## src/rtl/cp0_exc_ctrl.sv

```systemverilog
`default_nettype none
// ============================================================================
// Module   : cp0_exc_ctrl
// Brief    : CP0 exception/interrupt controller (M stage): SR, Cause, EPC,
//            PRId, request generation, mfc0/mtc0 and eret handling.
// Revision : 1.0 - initial release
// ============================================================================
module cp0_exc_ctrl #(
  parameter logic [31:0] PRID_VAL   = 32'h2024_0707,
  parameter bit          INT_ENABLE = 1'b1
) (
  input  logic        clk,
  input  logic        reset,
  input  logic        en,
  input  logic [4:0]  CP0_addr,
  input  logic [31:0] CP0_in,
  output logic [31:0] CP0_out,
  input  logic [31:0] VPC,
  input  logic        BD_in,
  input  logic [4:0]  ExcCode_in,
  input  logic [5:0]  HWInt,
  input  logic        EXL_clr,
  output logic        req,
  output logic [31:0] EPC_out
);

  localparam logic [4:0] c_ADDR_SR    = 5'd12;
  localparam logic [4:0] c_ADDR_CAUSE = 5'd13;
  localparam logic [4:0] c_ADDR_EPC   = 5'd14;
  localparam logic [4:0] c_ADDR_PRID  = 5'd15;

  logic [5:0]  r_sr_im;
  logic        r_sr_exl;
  logic        r_sr_ie;
  logic        r_cause_bd;
  logic [5:0]  r_cause_ip;
  logic [4:0]  r_cause_exc;
  logic [31:0] r_epc;

  logic        w_int_req;
  logic        w_exc_req;
  logic        w_unused_in;

  assign w_int_req = INT_ENABLE & (|(HWInt & r_sr_im)) & r_sr_ie & ~r_sr_exl;
  assign w_exc_req = (ExcCode_in != 5'd0) & ~r_sr_exl;

  // Gated by reset so a pending ExcCode cannot raise req while state is cleared.
  assign req     = reset & (w_int_req | w_exc_req);
  assign EPC_out = r_epc;

  assign w_unused_in = ^{CP0_in[31:16], CP0_in[9:2]};

  always_ff @(posedge clk or negedge reset) begin
    if (!reset) begin
      r_sr_im     <= 6'd0;
      r_sr_exl    <= 1'b0;
      r_sr_ie     <= 1'b0;
      r_cause_bd  <= 1'b0;
      r_cause_ip  <= 6'd0;
      r_cause_exc <= 5'd0;
      r_epc       <= 32'd0;
    end else begin
      r_cause_ip <= HWInt;
      if (req) begin
        // Taking the exception/interrupt discards any mtc0 or eret this cycle.
        r_sr_exl    <= 1'b1;
        r_cause_bd  <= BD_in;
        r_cause_exc <= w_int_req ? 5'd0 : ExcCode_in;
        r_epc       <= BD_in ? (VPC - 32'd4) : VPC;
      end else begin
        if (en && (CP0_addr == c_ADDR_SR)) begin
          r_sr_im  <= CP0_in[15:10];
          r_sr_exl <= CP0_in[1];
          r_sr_ie  <= CP0_in[0];
        end
        if (en && (CP0_addr == c_ADDR_EPC)) begin
          r_epc <= CP0_in;
        end
        if (EXL_clr) begin
          r_sr_exl <= 1'b0;
        end
      end
    end
  end

  always_comb begin
    CP0_out = 32'd0;
    case (CP0_addr)
      c_ADDR_SR:    CP0_out = {16'd0, r_sr_im, 8'd0, r_sr_exl, r_sr_ie};
      c_ADDR_CAUSE: CP0_out = {r_cause_bd, 15'd0, r_cause_ip, 3'd0, r_cause_exc, 2'd0};
      c_ADDR_EPC:   CP0_out = r_epc;
      c_ADDR_PRID:  CP0_out = PRID_VAL;
      default:      CP0_out = 32'd0;
    endcase
  end

endmodule
`default_nettype wire

```

## config.mk

```make
export PLATFORM = sky130hd
export DESIGN_NAME = cp0_exc_ctrl
export DESIGN_NICKNAME = d
export VERILOG_FILES = /design/src/rtl/cp0_exc_ctrl.sv
export SDC_FILE = /design/constraint.sdc
export NUM_CORES = 1
export LEC_CHECK = 0
export CAP_MARGIN = 40
export CORE_MARGIN = 1.5
export CORE_UTILIZATION = 35
export CTS_CLUSTER_DIAMETER = 30
export DETAILED_ROUTE_END_ITERATION = 6
export PLACE_DENSITY_LB_ADDON = 0.25
export SLEW_MARGIN = 10
export SYNTH_ARGS = -nofsm -noshare
export SYNTH_HDL_FRONTEND = slang
export SYNTH_SLANG_ARGS = --single-unit
export TNS_END_PERCENT = 30
```

## constraint.sdc

```tcl
create_clock -name clk -period 3.3 [get_ports clk]
set_clock_uncertainty 0.1 [all_clocks]
set_input_delay 0.66 -clock clk [delete_from_list [all_inputs] [get_ports clk]]
set_output_delay 0.66 -clock clk [all_outputs]
set_load 0.05 [all_outputs]
```

==> impl_metrics.py <==
metrics = {
    "timing": {
        "setup_tns_ns": 0,
        "timing.final.crit_period_ns": 3.11,
        "hold_ws_ns": 0.441,
        "worstMarginPinSlew_ns": 0.675,
        "final_min_period_over_clock_period_pct": 94.1,
        "slew_headroom_pct": 55.0,
        "setup_violations": 0,
        "final_hold_violations": 0,
        "fin_ws_ns": 0.194,
        "timing.fmax_ghz": 0.322,
        "rsz0062_at_grt": "no",
        "max_slew_violation_count": 0,
    },
    "routing": {
        "first_pass_iteration_count_of_the_detailed_router": 4,
        "drt_iter0_markers": 66,
        "avgRoutedWirePerCell_microns": 16.1,
        "finalWirelength_microns": 9780,
        "via_per_inst": 5.06,
        "drc": 0,
        "vias": 3068,
        "drt.antenna.violating_nets": 0,
    },
    "placement": {
        "place.detailed.hpwl_microns": 7680,
        "pre_cts_ws_ns": 0.213,
        "post-place-cells": 598,
        "gp_routability_congestion": 0.812,
        "io_buffers": 149,
        "placed_area_sq_um": 5270,
    },
    "run_status": {
        "status": "completed",
    },
    "pwr": {
        "vdd_drop_max_mv": 0.214,
        "finalPower_mw": 2.39,
        "power.density_nw_per_um2": 444,
        "p_leak_nw": 2.05,
    },
    "logic_synthesis": {
        "yosysMostFrequentCell": "sky130_fd_sc_hd__mux2i_1",
        "avgSynthCellArea_sq_um": 9.65,
        "yosys-mux-area-fraction_pct": 20.9,
        "synth-simple-area-share_pct": 21.2,
        "synth_fa_ha_area_share_pct": 0.378,
        "synth_async_sr_flop_share_pct": 100,
        "synthesis.instances": 343,
        "synth_top_cells_by_area": "sky130_fd_sc_hd__dfrtp_1, sky130_fd_sc_hd__mux2i_1, sky130_fd_sc_hd__nor2_1, sky130_fd_sc_hd__xnor2_1, sky130_fd_sc_hd__xor2_1",
        "synth_compound_gate_area_share_pct": 6.95,
        "yosys_register_bits": 52,
        "synthDominantCellAreaShare_pct": 39.3,
        "post-synth-top-area-cell": "sky130_fd_sc_hd__dfrtp_1",
        "synth_cell_types": 43,
        "ys.flop_type": "sky130_fd_sc_hd__dfrtp_1",
        "synth_top_family_by_area": "simple AND/OR/NAND/NOR gates",
        "synth.cells.most_frequent": "sky130_fd_sc_hd__mux2i_1, sky130_fd_sc_hd__dfrtp_1, sky130_fd_sc_hd__nor2_1, sky130_fd_sc_hd__nand2_1, sky130_fd_sc_hd__o21ai_0",
        "synth-warning-count": 0,
        "synth_edf_count": 0,
        "synth_sequential_area_ratio_pct": 39.3,
        "mappedNetlistNets": 429,
        "xor_xnor_share_of_the_synthesized_area_pct": 7.67,
        "combined_area_of_all_synthesized_cells_sq_um": 3310,
    },
    "cells_and_area": {
        "finish.cell_count_without_fillers": 606,
        "finalInstanceArea_sq_um": 5390,
        "diodes": 0,
        "drive_above_1_share_pct": 14.9,
        "synthToLayoutAreaGrowth_pct": 62.7,
        "final_core_util_pct": 58.6,
        "numnets_final": 580,
    },
    "worst_setup_path": {
        "worstSetupEndpointType": "output port",
        "critical_path.max_fanout": 7,
        "timing.critical_path.arrival_ns": 2.35,
        "cp.required_ns": 2.54,
        "crit_path_cell_trace": "clkdlybuf4s50_1, buf_4, nor2b_1, a22oi_1, nor2_1, buf_12",
        "timing.critical_path.slowest_stage_cell": "sky130_fd_sc_hd__clkdlybuf4s50_1",
        "worstSetupPathType": "in2out",
        "setup.worst_path.start_class": "primary input",
        "critical_path.top_delay_family": "buffers and inverters",
        "crit_buf_inv": 3,
        "slowest_delay_ns": 0.55,
    },
    "clock_network": {
        "ctsLongestPathBuffers": 2,
        "post_cts_setup_buffer_count": 0,
        "clkSlewWorstSetupHoldPaths_ns": 0.10,
        "cts_made_buffers": 5,
        "clock_sinks": 52,
        "insertion_delay_ns": 0.30,
        "root_buffer": "sky130_fd_sc_hd__clkbuf_8",
        "post_cts_hold_buffer_count": 0,
        "h_tree_lvl_count": 2,
        "cts-resized-gates": 0,
        "cts_tree": "built",
    },
    "grt": {
        "antenna_violations_before_repair": 0,
        "grt_start_max_net_pins": 53,
        "via_count_of_the_first_global_routing_pass": 3222,
        "global_route.usage.total_pct": 19.8,
        "grt_remaining_overflow": 0,
        "grt_first_pass_wirelength_microns": 15800,
    },
    "floorplan": {
        "initial_utilization_pct": 36.0,
        "floorplan.rows": 35,
        "die_x_microns": 100,
        "io_pins": 150,
        "fp.dieH_microns": 100,
        "die_area_sq_um": 10100,
        "core-area_sq_um": 9200,
    },
    "min_path": {
        "hold_path.class": "reg2reg",
    },
    "flow_run": {
        "drv_cap": 0,
    },
}
sequential cells by signal (all words and copies together), names as in the netlist:
register,count
r_sr_im,6
EPC_out,32
r_sr_ie,1
r_sr_exl,1
r_cause_exc,5
r_cause_ip,6
r_cause_bd,1
metal layers:
metal / up-vias / GRT usage (%) / wire length, microns
met1: 1433 / 25.9 / 4290
li1: 1502 / - / -
met3: 10 / 5.64 / 791
met4: 0 / 4.88 / 150
met5: - / 0 / 0
met2: 123 / 32.5 / 4550
cell usage in the layout (no fill, tap or decap), types with 9 or more instances in the layout:
| master | n |
|---|---|
| sky130_fd_sc_hd__clkdlybuf4s50_1 | 115 |
| sky130_fd_sc_hd__mux2i_1 | 60 |
| sky130_fd_sc_hd__nand2_1 | 20 |
| sky130_fd_sc_hd__xor2_1 | 14 |
| sky130_fd_sc_hd__nor3_1 | 9 |
| sky130_fd_sc_hd__nor2_1 | 37 |
| sky130_fd_sc_hd__buf_12 | 31 |
| sky130_fd_sc_hd__dfrtp_1 | 52 |
| sky130_fd_sc_hd__nand3_1 | 9 |
| sky130_fd_sc_hd__o21ai_0 | 18 |
| sky130_fd_sc_hd__xnor2_1 | 15 |
| sky130_fd_sc_hd__buf_4 | 16 |
| sky130_fd_sc_hd__and2_1 | 13 |
final timing paths:
path                        startpoint           to  slack, ns  cells after the start
max                        CP0_addr[0]   CP0_out[6]       0.19                      6
min reg2reg                 r_sr_im[2]   r_sr_im[2]       0.44                      1
min in group asynchronous        reset  EPC_out[17]       0.48                      2
max reg2reg                 r_sr_im[3]   r_sr_im[0]       1.18                      6
max in group asynchronous        reset   EPC_out[5]       2.16                      2
min                         r_sr_im[2]   r_sr_im[2]       0.44                      1
logic make-up after synthesis:
| logic type | Yosys count |
|---|---|
| AO/OA/AOI/OAI | 39 |
| XOR/XNOR | 29 |
| adder cells (fa/ha/maj) | 1 |
| buffers and inverters | 27 |
| flip-flops | 52 |
| multiplexers | 68 |
| AND/OR/NAND/NOR | 127 |
power breakdown:
| group | leakage, nW | switching, mW | total, mW | internal (mW) |
|---|---|---|---|---|
| combinational | 1.37 | 0.628 | 1.06 | 0.432 |
| clock | 0.0548 | 0.222 | 0.450 | 0.229 |
| sequential | 0.626 | 0.109 | 0.880 | 0.771 |
area by class of cell:
type | count | area (sq um)
Sequential cell | 52 | 1300
Multi-Input combinational cell | 264 | 1910
Inverter | 8 | 30.0
Clock inverter | 3 | 46.3
Timing Repair Buffer | 163 | 1900
Clock buffer | 5 | 68.8
Fill cell | 777 | 3810
Tap cell | 111 | 139
worst register-to-register path: stages (launching register included):
cell                      delay (ns)
sky130_fd_sc_hd__dfrtp_1        0.41
sky130_fd_sc_hd__a22o_1         0.22
sky130_fd_sc_hd__o31ai_1        0.23
sky130_fd_sc_hd__buf_4          0.20
sky130_fd_sc_hd__a31oi_4        0.12
sky130_fd_sc_hd__nor2_2         0.35
sky130_fd_sc_hd__mux2_2         0.38
No activity file was read; power rests on OpenSTA's default activity.
